==> src/rtl/uart_tx_scheduler.sv <==
// uart_tx_scheduler: round-robin, packet-granular arbiter sharing one byte-wide UART transmitter
module uart_tx_scheduler #(
    parameter int N_REQ = 4,
    parameter int GAP_CYCLES = 16,
    parameter int HOLD_TIMEOUT = 1024
) (
    input  logic                     clk,
    input  logic                     rst,
    input  logic [N_REQ-1:0]         req_valid_i,
    input  logic [8*N_REQ-1:0]       req_data_i,
    input  logic [N_REQ-1:0]         req_last_i,
    output logic [N_REQ-1:0]         req_ready_o,
    output logic                     tx_start_o,
    output logic [7:0]               tx_data_o,
    input  logic                     tx_busy_i,
    output logic [N_REQ-1:0]         grant_o,
    output logic [$clog2(N_REQ)-1:0] grant_id_o,
    output logic                     abort_o
);
    localparam int IW = $clog2(N_REQ);
    localparam int GW = GAP_CYCLES > 0 ? $clog2(GAP_CYCLES + 1) : 1;
    localparam int TW = HOLD_TIMEOUT > 0 ? $clog2(HOLD_TIMEOUT + 1) : 1;
    localparam logic [2:0] S_IDLE = 3'd0;
    localparam logic [2:0] S_SEND = 3'd1;
    localparam logic [2:0] S_START = 3'd2;
    localparam logic [2:0] S_WAIT_BUSY = 3'd3;
    localparam logic [2:0] S_WAIT_DONE = 3'd4;
    localparam logic [2:0] S_GAP = 3'd5;
    localparam logic [2:0] S_AFTER = GAP_CYCLES > 0 ? S_GAP : S_IDLE;
    logic [2:0]    state;
    logic [IW-1:0] rr_ptr;
    logic [IW-1:0] win;
    logic [IW-1:0] cand;
    logic          last_flag;
    logic          accepted;
    logic [GW-1:0] gcnt;
    logic [TW-1:0] tcnt;
    logic          hs;
    logic          valid_g;
    logic          timeout;
    logic          gap_done;
    assign valid_g = req_valid_i[grant_id_o];
    assign req_ready_o = (state == S_SEND) ? (grant_o & req_valid_i & {N_REQ{~tx_busy_i}}) : '0;
    assign hs = |req_ready_o;
    assign tx_start_o = state == S_START;
    // only bytes after the first of a packet can time out
    assign timeout = (HOLD_TIMEOUT > 0) && state == S_SEND && accepted && !valid_g && (int'(tcnt) + 1 >= HOLD_TIMEOUT);
    assign gap_done = int'(gcnt) + 1 >= GAP_CYCLES;
    // descending scan so the candidate nearest rr_ptr+1 wins
    always_comb begin
        win = rr_ptr;
        cand = rr_ptr;
        for (int i = N_REQ; i >= 1; i--) begin
            cand = IW'((int'(rr_ptr) + i) % N_REQ);
            win = req_valid_i[cand] ? cand : win;
        end
    end
    always_ff @(posedge clk) begin
        if (rst) begin
            state <= S_IDLE;
            rr_ptr <= IW'(N_REQ - 1);
            grant_o <= '0;
            grant_id_o <= '0;
            tx_data_o <= '0;
            last_flag <= 1'b0;
            accepted <= 1'b0;
            gcnt <= '0;
            tcnt <= '0;
            abort_o <= 1'b0;
        end else begin
            abort_o <= timeout;
            case (state)
                S_IDLE: if (|req_valid_i) begin
                    grant_o <= N_REQ'(1) << win;
                    grant_id_o <= win;
                    accepted <= 1'b0;
                    tcnt <= '0;
                    state <= S_SEND;
                end
                S_SEND: if (hs) begin
                    tx_data_o <= req_data_i[{grant_id_o, 3'b000} +: 8];
                    last_flag <= req_last_i[grant_id_o];
                    accepted <= 1'b1;
                    tcnt <= '0;
                    state <= S_START;
                end else if (timeout) begin
                    rr_ptr <= grant_id_o;
                    grant_o <= '0;
                    tcnt <= '0;
                    state <= S_AFTER;
                end else if (accepted && !valid_g) begin
                    tcnt <= (&tcnt) ? tcnt : tcnt + 1'b1;
                end
                S_START: state <= S_WAIT_BUSY;
                S_WAIT_BUSY: if (tx_busy_i) state <= S_WAIT_DONE;
                S_WAIT_DONE: if (!tx_busy_i) begin
                    if (last_flag) begin
                        rr_ptr <= grant_id_o;
                        grant_o <= '0;
                        state <= S_AFTER;
                    end else begin
                        state <= S_SEND;
                    end
                end
                S_GAP: begin
                    gcnt <= gap_done ? '0 : gcnt + 1'b1;
                    state <= gap_done ? S_IDLE : S_GAP;
                end
                default: state <= S_IDLE;
            endcase
        end
    end
endmodule
==> config.mk <==
export PLATFORM = sky130hd
export DESIGN_NAME = uart_tx_scheduler
export DESIGN_NICKNAME = d
export VERILOG_FILES = /design/src/rtl/uart_tx_scheduler.sv
export SDC_FILE = /design/constraint.sdc
export NUM_CORES = 1
export LEC_CHECK = 0
export ABC_AREA = 1
export CORE_MARGIN = 1
export CORE_UTILIZATION = 32
export CTS_CLUSTER_SIZE = 20
export DETAILED_ROUTE_END_ITERATION = 7
export DONT_BUFFER_PORTS = 1
export PLACE_DENSITY = 0.45
export SYNTH_ARGS = -nofsm -noshare
export SYNTH_HDL_FRONTEND = slang
export SYNTH_SLANG_ARGS = --single-unit
export TNS_END_PERCENT = 1
==> constraint.sdc <==
create_clock -name clk -period 1.8 [get_ports clk]
set_input_delay 0.09 -clock clk [delete_from_list [all_inputs] [get_ports clk]]
set_output_delay 0.09 -clock clk [all_outputs]
set_load 0.05 [all_outputs]
Word level (Yosys, flattened, before mapping)
Index checks and enable logic that the tools add are counted.
{"block": "op_classes", "muxes": 46, "div_mod_pow": 0, "n_bitwise": 3, "magnitude_cmp": 7, "n_mul": 0, "eq_ne": 15, "add_sub_neg": 8, "n_shift": 2, "reduce_logical": 19}
{"operator": "2-to-1 mux 11 bit", "n": 5}
{"operator": "indexed part select 32 x 6 -> 8 bit", "n": 1}
{"operator": "2-to-1 mux 4 bit", "n": 6}
{"operator": "case mux 11 bit (2 select lines)", "n": 1}
{"operator": "2-to-1 mux 3 bit", "n": 7}
{"operator": "case mux 3 bit (6 select lines)", "n": 1}
{"operator": "2-to-1 mux 2 bit", "n": 8}
{"operator": "< comparator 2 x 3 -> 1 bit (second input constant)", "n": 5}
{"operator": "inequality test 2 bit (second input constant)", "n": 7}
{"operator": "adder 11 x 1 -> 12 bit (second input constant)", "n": 1}
{"operator": "binary-select mux 1 bit (select 2 bit)", "n": 6}
{"operator": "greater-or-equal comparator 12 x 11 -> 1 bit (second input constant)", "n": 1}
{"operator": "case mux 4 bit (3 select lines)", "n": 1}
{"operator": "adder 11 x 1 -> 11 bit (second input constant)", "n": 1}
{"operator": "AND reduction 11 bit", "n": 1}
{"operator": "AND 4 bit", "n": 2}
{"operator": "2-to-1 mux 1 bit", "n": 8}
{"operator": "AND reduction 4 bit", "n": 2}
{"operator": "OR reduction 4 bit", "n": 2}
{"operator": "adder 5 x 1 -> 6 bit (second input constant)", "n": 1}
{"operator": "== test 3 x 2 -> 1 bit (second input constant)", "n": 2}
{"operator": "== test 3 bit (second input constant)", "n": 2}
{"operator": "greater-or-equal comparator 6 x 5 -> 1 bit (second input constant)", "n": 1}
{"operator": "AND reduction 6 bit", "n": 1}
{"operator": "other kinds (20)", "n": 27}
{"block": "totals", "elab_cells": 110, "out_inout_bits": 20, "mem_count": 0, "latch_bits": 0, "ff_bits": 38, "ram_bits": 0, "rom_bits": 0}

Depth between registers and ports, before layout
Gate-level depths: netlist of the first run.
{"block": "logic_depth", "depth_word": 10, "depth_mapped": 13}

Worst setup path before layout of the first run
OpenSTA, ideal clock, no wires.
{"block": "synth_timing", "kind": "reg-to-reg", "startpoint": "register grant_o[1]", "endpoint": "register tcnt[0]", "stages_incl_launch_ff": 12, "period_less_slack_ns": 2.110, "setup_time_ns": 0.109, "t_arrival_ns": 2.001, "setup_slack_ns": -0.310, "required_ns": 1.691, "cell_sequence": "dfxtp_1 > nand3_1 > nor2_2 > nor2_2 > nand3_2 > nor2_4 > nor2_8 > nand2_1 > nand2_1 > nand2_1 > nand2_1 > inv_1"}
{"block": "synth_between", "elab_chain_len": 6, "word_cells_on_any_way": 9}
{"item": "from (decl)", "line": "16", "source": "output logic [N_REQ-1:0] grant_o,"}
{"item": "from (signal assigned)", "line": "74", "source": "grant_o <= N_REQ'(1) << win;"}
{"item": "AND 4 bit * (2 in a row)", "line": "43", "source": "assign req_ready_o = (state == S_SEND) ? (grant_o & req_valid_i & {N_REQ{~tx_busy_i}}) : '0;"}
{"item": "2-to-1 mux 4 bit *", "line": "43"}
{"item": "via req_ready_o[1]", "line": "12", "source": "output logic [N_REQ-1:0] req_ready_o,"}
{"item": "OR reduction 4 bit *", "line": "44", "source": "assign hs = |req_ready_o;"}
{"item": "inequality test 4 bit (no line), or another cell as far along"}
{"item": "AND reduction 4 bit (no line) / case mux 11 bit (2 select lines) (equally long branches)"}
{"item": "to (signal assigned)", "line": "92", "source": "tcnt <= (&tcnt) ? tcnt : tcnt + 1'b1;"}
{"item": "to (decl)", "line": "37", "source": "logic [TW-1:0] tcnt;"}
Mark *: on every way through the listed nets, which the timed path passes. The rest lies on a longest branch.
A chain may end at the register's enable or synchronous reset.

Worst setup path after layout of the first run
{"block": "layout_timing", "startpoint": "register state[1]", "endpoint": "register tcnt[0]"}
{"block": "layout_between", "elab_chain_len": 7, "word_cells_on_any_way": 15}
{"item": "from (decl)", "line": "30", "source": "logic [2:0] state;"}
{"item": "from (signal assigned)", "line": "107", "source": "state <= gap_done ? S_IDLE : S_GAP;"}
{"item": "parallel branches: the longest is 7 deep, another holds 2-to-1 mux 4 bit"}
Parallel ways; which one is timed is not known.

==> results.sh, run 1 <==
export IMPL_cts_root_buf="clkbuf_8"
export IMPL_syn2layout_area_growth_pct=22.7
export IMPL_fp_row_count=31
export IMPL_antenna_found_initial=0
export IMPL_cap_viol_max_count=0
export IMPL_multi_input_area_um2=1530
export IMPL_path_class="register to register"
export IMPL_final_common_cell="nor2_1"
export IMPL_finalInstanceArea_um2=3020
export IMPL_synth_edf_count=0
export IMPL_coreArea_um2=7330
export IMPL_drt_iter0_markers=90
export IMPL_grt_pass1_vias=2213
export IMPL_initial_core_util=0.336
export IMPL_grt_pass1_wl_um=10400
export IMPL_viasPerCell=4.70
export IMPL_worst_hold_path_type="primary input to register"
export IMPL_path_max_fanout=10
export IMPL_final_cell_mix="nor2_1 (87), nand2_1 (63), inv_1 (39), o21ai_0 (35), buf_4 (34)"
export IMPL_hold_viol=0
export IMPL_fmax_mhz=591
export IMPL_post_synth_cell_area_avg_um2=6.29
export IMPL_syn_num_nets=437
export IMPL_placed_cells=510
export IMPL_synth_seq_cells=38
export IMPL_die_h_um=89.7
export IMPL_cp_cell_sequence="inv_1 -> nand3_4 -> inv_2 -> o21ai_2 -> nand3_4 -> nor2_4 -> nor2_8 -> nand2_1 -> nand2_1 -> nand2_1 -> nand2_1 -> inv_1"
export IMPL_ys_flop_type="dfxtp_1"
export IMPL_post_route_period_util=0.940
export IMPL_setup_viol=0
export IMPL_io_buffers=0
export IMPL_ctsHtreeMaxLevel=2
export IMPL_synthCells=391
export IMPL_skew_ps=4.77
export IMPL_yosys_warnings=0
export IMPL_r2r_start="state[1]"
export IMPL_report_final_slew_viol_count=0
export IMPL_clk_pin_slew_ps=80
export IMPL_place_area_um2=2790
export IMPL_synthArstFlopShare=0
export IMPL_crit_path_top_delay_cell="dfxtp_1"
export IMPL_boundaryPins=63
export IMPL_arrival_ps=1890
export IMPL_cts_tree="done"
export IMPL_max_stage_delay_ps=320
export IMPL_gr_total_overflow=0
export IMPL_synth_cell_area_um2=2460
export IMPL_crit_top_cell="nand2_1"
export IMPL_via_count=2454
export IMPL_hpwl_um=5010
export IMPL_grtUsageTotal=0.171
export IMPL_cts_buffers=5
export IMPL_nFillCells=802
export IMPL_reg2reg_to="tcnt[0]"
export IMPL_die_width_um=89.7
export IMPL_startpoint_type="register"
export IMPL_power_density_nw_per_um2=1420
export IMPL_maxSlewHeadroom=0.632
export IMPL_period_needed_ps=1690
export IMPL_diodes=0
export IMPL_reg2regPathDepth=12
export IMPL_clock_sinks=38
export IMPL_ff2ff_setup_slack_ps=110
export IMPL_wl_per_cell_um=12.4
export IMPL_die_area_um2=8040
export IMPL_clockBufferDepth=2
export IMPL_nets=468
export IMPL_tns_ps=0
export IMPL_rsz0062_at_grt="true"
export IMPL_tightestPinTransition_ps=551
export IMPL_antenna_left=0
export IMPL_place_gp_congestion=0.773
export IMPL_wirelength_um=6490
export IMPL_p_leak_nw=1.37
export IMPL_endpoint="tcnt[0]"
export IMPL_cp_required_ps=1990
export IMPL_drc_errors=0
export IMPL_grt_start_max_net_pins=21
export IMPL_status="complete, no violations"
export IMPL_firstDrtPassIters=4
export IMPL_clk_latency_ps=290
export IMPL_end_kind="register"
export IMPL_crit_start="state[1]"
export IMPL_yosysUniqueCellTypes=35
export IMPL_regArea_um2=776
export IMPL_final_cells=522
export IMPL_ir_drop_mv=0.479
export IMPL_ys_seq_area_frac=0.309
export IMPL_drive_gt1_frac=0.203
per-layer routing:
| metal | up-vias | track usage | wire length, um |
|---|---|---|---|
| met5 | - | 0 | 0 |
| met4 | 0 | 0.0462 | 78 |
| met3 | 7 | 0.0439 | 264 |
| met2 | 52 | 0.287 | 3060 |
| met1 | 1072 | 0.216 | 3090 |
| li1 | 1323 | - | - |
cells in the mapped netlist, types with 2 or more instances:
cell      count  area, um2
nor2_1       90        338
nand2_1      64        240
inv_1        39        146
dfxtp_1      38        761
o21ai_0      38        190
nand3_1      24        120
a21oi_1      14       70.1
nor3_1       10       50.1
a31oi_1       9       56.3
clkbuf_1      8       30.0
inv_2         7       26.3
nand4_1       6       37.5
xor2_1        5       43.8
nand2_2       4       25.0
ha_1          3       37.5
nand3_2       3       30.0
nor2_2        3       18.8
o211ai_1      3       22.5
buf_4         2       15.0
nand2_4       2       22.5
nand3_4       2       35.0
nor2_4        2       22.5
o21ai_1       2       10.0
xnor2_1       2       17.5
logic make-up (layout without fill, tap and decap cells):
| kind of cell | after synthesis | in the layout | share of synthesized area |
|---|---|---|---|
| flops | 38 | 38 | 0.309 |
| compound gates | 70 | 70 | 0.159 |
| buf+inv | 59 | 91 | 0.0936 |
| fa+ha+maj | 3 | 3 | 0.0153 |
| simple gates | 214 | 214 | 0.398 |
| xor+xnor | 7 | 7 | 0.0249 |
critical path, delay by kind of cell, from the launching register on:
family	cells	cell delay, ps
compound gates	1	100
simple gates	8	850
flops	1	320
buf+inv	3	320
area by class of cell:
cell class,instances,area share
multi-input cells,294,0.507
flip-flops and latches,38,0.257
repair buffers,36,0.0912
inverters,47,0.0584
well taps,99,0.0410
clock buffers,5,0.0228
clock inverters,3,0.0228
sequential cells by signal, summed over array words and instances, names as in the netlist, 2 cells and up:
| register | flops |
|---|---|
| tcnt | 11 |
| tx_data_o | 8 |
| gcnt | 5 |
| grant_o | 4 |
| state | 3 |
| grant_id_o | 2 |
| rr_ptr | 2 |
per-stage QoR:
stage | total power [W] | hold slack (ps) | worst slack, ps | utilization
after global routing | 0.00463 | 15.5 | -25.0 | 0.412
final | 0.00428 | 10.0 | 107 | 0.412
after floorplan | 0.00280 | 168 | -155 | -
after detailed placement | 0.00333 | 167 | 43.2 | 0.380
after global placement | 0.00333 | 166 | 78.7 | 0.380
after CTS | 0.00424 | 4.95 | 0.737 | 0.402
timing repair:
item | 4_1_cts | 5_1_grt
gates resized for setup | 0 | 23
setup endpoints to repair | 0 | 20
hold endpoints to repair | 18 | 0
buffers inserted | 0 | 2
hold buffers | 2 | 0
report_power, final:
| part | total (W) | switching (W) | internal, W |
|---|---|---|---|
| Sequential | 0.00114 | 0.000138 | 0.00100 |
| Combinational | 0.00225 | 0.00152 | 0.000730 |
| Clock | 0.000890 | 0.000334 | 0.000556 |
| Total | 0.00428 | 0.00199 | 0.00229 |
worst min path at each step:
stage	startpoint	end	slack, ps	depth (start not counted)
finish	tx_busy_i	state[0]	10	3
global placement	rst	gcnt[2]	170	1
floorplan	rst	state[2]	170	1
global route	req_data_i[24]	tx_data_o[0]	20	2
detailed placement	rst	gcnt[2]	170	1
CTS	tx_busy_i	state[0]	5	3
No activity file was read; power rests on OpenSTA's default activity.
==> inputs of run 2 (changes only) <==
--- a/config.mk
+++ b/config.mk
@@ -7,11 +7,12 @@
 export LEC_CHECK = 0
 export ABC_AREA = 1
 export CORE_MARGIN = 1
-export CORE_UTILIZATION = 32
+export CORE_UTILIZATION = 60
 export CTS_CLUSTER_SIZE = 20
 export DETAILED_ROUTE_END_ITERATION = 7
 export DONT_BUFFER_PORTS = 1
-export PLACE_DENSITY = 0.45
+export MAX_ROUTING_LAYER = met4
+export PLACE_DENSITY = 0.75
 export SYNTH_ARGS = -nofsm -noshare
 export SYNTH_HDL_FRONTEND = slang
 export SYNTH_SLANG_ARGS = --single-unit
==> run 2 against run 1 <==
  * Wire length is 8.2% lower
  * Fmax is 1.6% lower
  * Total power shrank 4.2%
  * Sequential power about the same
  * Core utilization increased by 35 points
  * Count of clock-buffer cells in the layout increased by 1
  * Register-to-register slack got worse by 30 ps
  * Die area decreased by 46%
  * Combinational power down 2%
  * Sequential share of layout area rose by 1.1 points
  * Worst hold slack got worse by 3.0 ps
==> results.sh, run 2 (same netlist as run 1, synthesis figures left out) <==
export IMPL_status="complete, no violations"
export IMPL_ir_drop_mv=0.863
export IMPL_cts_buffers=5
export IMPL_internal_power_w=0.00216
export IMPL_gr_total_overflow=0
export IMPL_multi_input_area_um2=1510
export IMPL_grtUsageTotal=0.279
export IMPL_boundaryPins=63
export IMPL_hold_viol=0
export IMPL_use_met2=0.445
export IMPL_grt_start_max_net_pins=21
export IMPL_cts_root_buf="clkbuf_8"
export IMPL_arrival_ps=1940
export IMPL_crit_path_top_delay_cell="dfxtp_2"
export IMPL_met3_usage=0.0517
export IMPL_grt_pass1_wl_um=9080
export IMPL_wl_per_cell_um=12.8
export IMPL_largest_register="tcnt"
export IMPL_place_gp_congestion=0.905
export IMPL_tightestPinTransition_ps=563
export IMPL_clock_sinks=38
export IMPL_cts_tree="done"
export IMPL_nFillCells=317
export IMPL_switching_power_w=0.00194
export IMPL_cp_required_ps=2020
export IMPL_skew_ps=8.94
export IMPL_crit_top_cell="nand2_1"
export IMPL_drc_errors=0
export IMPL_drt_iter0_markers=214
export IMPL_drive_gt1_frac=0.182
export IMPL_startpoint_type="register"
export IMPL_setup_viol=0
export IMPL_p_comb_frac=0.539
export IMPL_maxSlewHeadroom=0.624
export IMPL_power_density_nw_per_um2=1430
export IMPL_cp_cell_sequence="ha_4 -> nand3_2 -> nor2_4 -> nand2_1 -> nand2_1 -> nand2_1 -> nand2_2 -> nand3_1 -> nand2_2 -> nand2_4 -> nand2_1 -> nand2_1 -> nor2_1"
export IMPL_cap_viol_max_count=0
export IMPL_period_needed_ps=1720
export IMPL_antenna_left=0
export IMPL_final_common_cell="nor2_1"
export IMPL_wirelength_um=5960
export IMPL_diodes=0
export IMPL_fp_row_count=22
export IMPL_coreArea_um2=3800
export IMPL_clockBufferDepth=2
export IMPL_viasPerCell=5.47
export IMPL_path_class="register to register"
export IMPL_rsz0062_at_grt="true"
export IMPL_seq_power_share=0.280
export IMPL_power_frac_clock=0.181
export IMPL_initial_core_util=0.648
export IMPL_ctsHtreeMaxLevel=2
export IMPL_report_final_slew_viol_count=0
export IMPL_syn2layout_area_growth_pct=16.9
export IMPL_die_width_um=66.0
export IMPL_grtUsageMet1=0.368
export IMPL_die_area_um2=4360
export IMPL_antenna_found_initial=0
export IMPL_top_regs="tcnt (11), tx_data_o (8), gcnt (5)"
export IMPL_clk_pin_slew_ps=80
export IMPL_clk_latency_ps=290
export IMPL_nets=464
export IMPL_post_route_period_util=0.956
export IMPL_grt_pass1_vias=2078
export IMPL_path_max_fanout=8
export IMPL_firstDrtPassIters=4
export IMPL_p_sw_frac=0.474
export IMPL_end_kind="register"
export IMPL_io_buffers=0
export IMPL_p_leak_nw=1.34
export IMPL_final_util=0.757
export IMPL_fmax_mhz=581
export IMPL_die_h_um=66.0
export IMPL_busiest_layer="met2"
export IMPL_hpwl_um=4310
export IMPL_via_count=2551
export IMPL_max_stage_delay_ps=370
export IMPL_final_cell_mix="nor2_1 (89), nand2_1 (64), inv_1 (39), o21ai_0 (37)"
export IMPL_regArea_um2=772
export IMPL_worst_hold_path_type="primary input to register"
export IMPL_largest_register_ffs=11
export IMPL_whs_ps=7.06
-- run 2: cell types whose count changed in the layout (fill, tap and decap cells not counted), moves of 2 or more --
cell / change
a21oi_1: +2
a21oi_2: -2
buf_4: -3
nand2_2: -2
nor2_1: +2
nor2_2: -2
o21ai_0: +2
o21ai_1: -2
-- run 2: power groups by stage --
stage | combinational, W | clock [W] | sequential, W
5_1_grt | 0.00245 | 0.000800 | 0.00117
6_report | 0.00221 | 0.000742 | 0.00115
3_3_place_gp | 0.00207 | 0 | 0.00114
3_5_place_dp | 0.00210 | 0 | 0.00115
2_1_floorplan | 0.00142 | 0 | 0.00138
4_1_cts | 0.00212 | 0.000753 | 0.00113
-- run 2: final cells by class --
type	count	area share
Sequential cell	38	0.268
Tap cell	48	0.0209
Clock inverter	1	0.0104
Multi-Input combinational cell	294	0.526
Clock buffer	6	0.0287
Inverter	47	0.0613
Timing Repair Buffer	32	0.0844
-- run 2: path summary, 6_finish.rpt --
kind         startpoint          to  slack (ps)  cells past startpoint
min           tx_busy_i    state[0]           7                      3
max reg2reg     tcnt[1]  grant_o[0]          80                     13
min reg2reg     gcnt[4]     gcnt[4]         480                      2
max             tcnt[1]  grant_o[0]          80                     13
-- run 2: what timing repair did --
item	in CTS	in global routing
setup endpoints to repair	3	19
cloned	0	0
setup buffers	0	5
endpoints found under the hold margin	18	0
resized for setup	1	13
pin swaps	1	4
hold buffers	1	0
-- run 2: worst max-delay path: cells and delay by family (launching register included) --
kind / cells / cell delay, ps
fa+ha+maj: 1 / 150
simple gates: 12 / 1120
flops: 1 / 370
-- run 2: per-layer routing --
layer  routed length (um)  share of wire  up-vias
li1                     -              -     1315
met1                 2800           0.47     1135
met2                 2760           0.46       88
met3                  314          0.053       13
met4                   80          0.013        0
met5                    0              0        -
-- run 2: metrics by stage --
step	total power [W]	instance area (um2)	TNS [ps]	cells	setup WS, ps
after floorplan	0.00280	2470	-342	391	-155
after global placement	0.00321	2680	0	453	86.3
after detailed placement	0.00325	2680	-26.6	453	-17.0
after CTS	0.00401	2800	0	461	24.3
after global routing	0.00442	2880	-210	466	-40.3
final	0.00410	2880	0	466	79.7
==> inputs of run 3 (changes only) <==
--- a/config.mk
+++ b/config.mk
@@ -6,13 +6,15 @@
 export NUM_CORES = 1
 export LEC_CHECK = 0
 export ABC_AREA = 1
+export CELL_PAD_IN_SITES_DETAIL_PLACEMENT = 1
+export CELL_PAD_IN_SITES_GLOBAL_PLACEMENT = 1
 export CORE_MARGIN = 1
-export CORE_UTILIZATION = 60
+export CORE_UTILIZATION = 43
 export CTS_CLUSTER_SIZE = 20
 export DETAILED_ROUTE_END_ITERATION = 7
 export DONT_BUFFER_PORTS = 1
 export MAX_ROUTING_LAYER = met4
-export PLACE_DENSITY = 0.75
+export PLACE_DENSITY = 0.78
 export SYNTH_ARGS = -nofsm -noshare
 export SYNTH_HDL_FRONTEND = slang
 export SYNTH_SLANG_ARGS = --single-unit
==> constraint.sdc (replaced) <==
create_clock -name clk -period 1.8 [get_ports clk]
set_input_delay 0.09 -clock clk [delete_from_list [all_inputs] [get_ports clk]]
set_output_delay 0.09 -clock clk [all_outputs]
set_load 0.1 [all_outputs]
==> run 3 against run 2 <==
  * Global-route usage shrank 2.1 points
  * Final area grew 4.4%
  * Count of clock-buffer cells in the layout shrank 1
  * Via count grew 2.5%
  * Core utilization shrank 21 points
  * Largest cell class unchanged
  * Largest power group unchanged
==> results.sh, run 3 (same netlist as run 1, synthesis figures left out) <==
export IMPL_status="complete, no violations"
export IMPL_viasPerCell=5.26
export IMPL_crit_start="state[2]"
export IMPL_clock_sinks=38
export IMPL_p_leak_nw=1.38
export IMPL_final_util=0.545
export IMPL_cp_num_buf_inv=1
export IMPL_power_density_nw_per_um2=1470
export IMPL_endpoint="tcnt[1]"
export IMPL_gr_total_overflow=0
export IMPL_wl_per_cell_um=14.6
export IMPL_place_ws_ps=55.7
export IMPL_crit_family="simple AND/OR/NAND/NOR gates"
export IMPL_p_sw_frac=0.538
export IMPL_cp_depth=10
export IMPL_seq_power_share=0.261
export IMPL_io_buffers=0
export IMPL_power_w=0.00441
export IMPL_cp_cell_sequence="inv_2 -> nand3_4 -> nor2_4 -> nor2_4 -> nand3_2 -> nor2_4 -> nor2_8 -> a21oi_4 -> o21ai_1 -> nor2_1"
export IMPL_wirelength_um=7240
export IMPL_initial_core_util=0.447
export IMPL_maxSlewHeadroom=0.583
export IMPL_arrival_ps=1980
export IMPL_tns_ps=0
export IMPL_place_gp_congestion=0.885
export IMPL_die_area_um2=6030
export IMPL_skew_ps=8.16
export IMPL_clk_latency_ps=300
export IMPL_hold_viol=0
export IMPL_crit_path_top_delay_cell="dfxtp_1"
export IMPL_max_stage_delay_ps=350
export IMPL_p_comb_frac=0.601
export IMPL_cap_viol_max_count=0
export IMPL_path_class="register to register"
export IMPL_nets=470
export IMPL_drc_errors=0
export IMPL_cts_tree="done"
export IMPL_drive_gt1_frac=0.219
export IMPL_clk_pin_slew_ps=90
export IMPL_grt_pass1_wl_um=12200
export IMPL_final_cells=497
export IMPL_fmax_mhz=569
export IMPL_final_cell_mix="nor2_1 (88), nand2_1 (62), inv_1 (39), o21ai_0 (35), buf_4 (34)"
export IMPL_coreArea_um2=5510
export IMPL_worst_hold_path_type="primary input to register"
export IMPL_antenna_left=0
export IMPL_end_kind="register"
export IMPL_switching_power_w=0.00237
export IMPL_grtUsageTotal=0.257
export IMPL_placed_cells=486
export IMPL_top_regs="tcnt (11), tx_data_o (8), gcnt (5)"
export IMPL_power_frac_clock=0.138
export IMPL_fp_row_count=27
export IMPL_final_common_cell="nor2_1"
export IMPL_cts_buffers=5
export IMPL_internal_power_w=0.00204
export IMPL_reg2regPathDepth=10
export IMPL_ir_drop_mv=0.843
export IMPL_cts_root_buf="clkbuf_8"
export IMPL_largest_register="tcnt"
export IMPL_tightestPinTransition_ps=625
export IMPL_cp_required_ps=2020
export IMPL_syn2layout_area_growth_pct=22.1
export IMPL_post_route_period_util=0.977
export IMPL_boundaryPins=63
export IMPL_die_width_um=77.6
export IMPL_diodes=0
export IMPL_clockBufferDepth=2
export IMPL_largest_register_ffs=11
export IMPL_die_h_um=77.6
export IMPL_ctsHtreeMaxLevel=2
export IMPL_report_final_slew_viol_count=0
export IMPL_period_needed_ps=1760
export IMPL_firstDrtPassIters=4
export IMPL_rsz0062_at_grt="true"
export IMPL_setup_viol=0
export IMPL_hpwl_um=5630
export IMPL_r2r_start="state[2]"
export IMPL_via_count=2616
export IMPL_crit_top_cell="nor2_4"
export IMPL_path_max_fanout=10
export IMPL_reg2reg_to="tcnt[1]"
export IMPL_hold_start="req_data_i[9]"
export IMPL_drt_iter0_markers=126
export IMPL_ff2ff_setup_slack_ps=40
export IMPL_grt_pass1_vias=2641
export IMPL_antenna_found_initial=0
export IMPL_startpoint_type="register"
export IMPL_grt_start_max_net_pins=21
export IMPL_setup_ws_ps=41.1
[run 3: cell count changes in the layout (fill, tap and decap cells not counted), sizes merged]
cell         change
dlygate4sd3      +1
bufinv           -1
buf              +5
clkinv           +2
clkbuf           -1
inv              +1
[run 3: per-stage QoR]
stage | instance area (um2) | hold WS, ps
after global placement | 2850 | 164
after detailed placement | 2850 | 167
after floorplan | 2520 | 168
final | 3000 | 24.3
after CTS | 2950 | -149
after global routing | 3000 | 37.6
[run 3: cell type report]
cell class              instances  area (um2)
clock buffers                   5        68.8
clock inverters                 3        20.0
fillers                       741        2500
inverters                      47         176
multi-input cells             294        1550
flip-flops and latches         38         778
well taps                      72        90.1
repair buffers                 38         315
[run 3: how the worst min path moves through the flow]
stage	cells past startpoint	slack, ps	endpoint
detailed placement	1	170	state[1]
CTS	1	-150	state[1]
global route	2	40	tx_data_o[5]
global placement	1	160	gcnt[1]
finish	2	20	tx_data_o[1]
floorplan	1	170	state[2]
[run 3: layer usage]
layer	up-vias	GRT usage	wire length [um]
met5	-	-	0
met4	0	0.0566	69
met3	9	0.0459	270
met2	57	0.427	3440
met1	1221	0.325	3450
li1	1329	-	-
[run 3: power groups by stage]
stage	Clock, W	Sequential [W]	Combinational, W
2_1_floorplan	0	0.00167	0.00146
3_3_place_gp	0	0.00116	0.00249
3_5_place_dp	0	0.00116	0.00257
4_1_cts	0.000620	0.00114	0.00259
5_1_grt	0.000655	0.00118	0.00293
6_report	0.000609	0.00115	0.00265
[run 3: repair_timing]
item / CTS / global route
endpoints found under the setup margin: 0 / 19
setup buffers: 0 / 1
hold buffers: 1 / 1
hold endpoints to repair: 17 / 15
resized for setup: 0 / 16
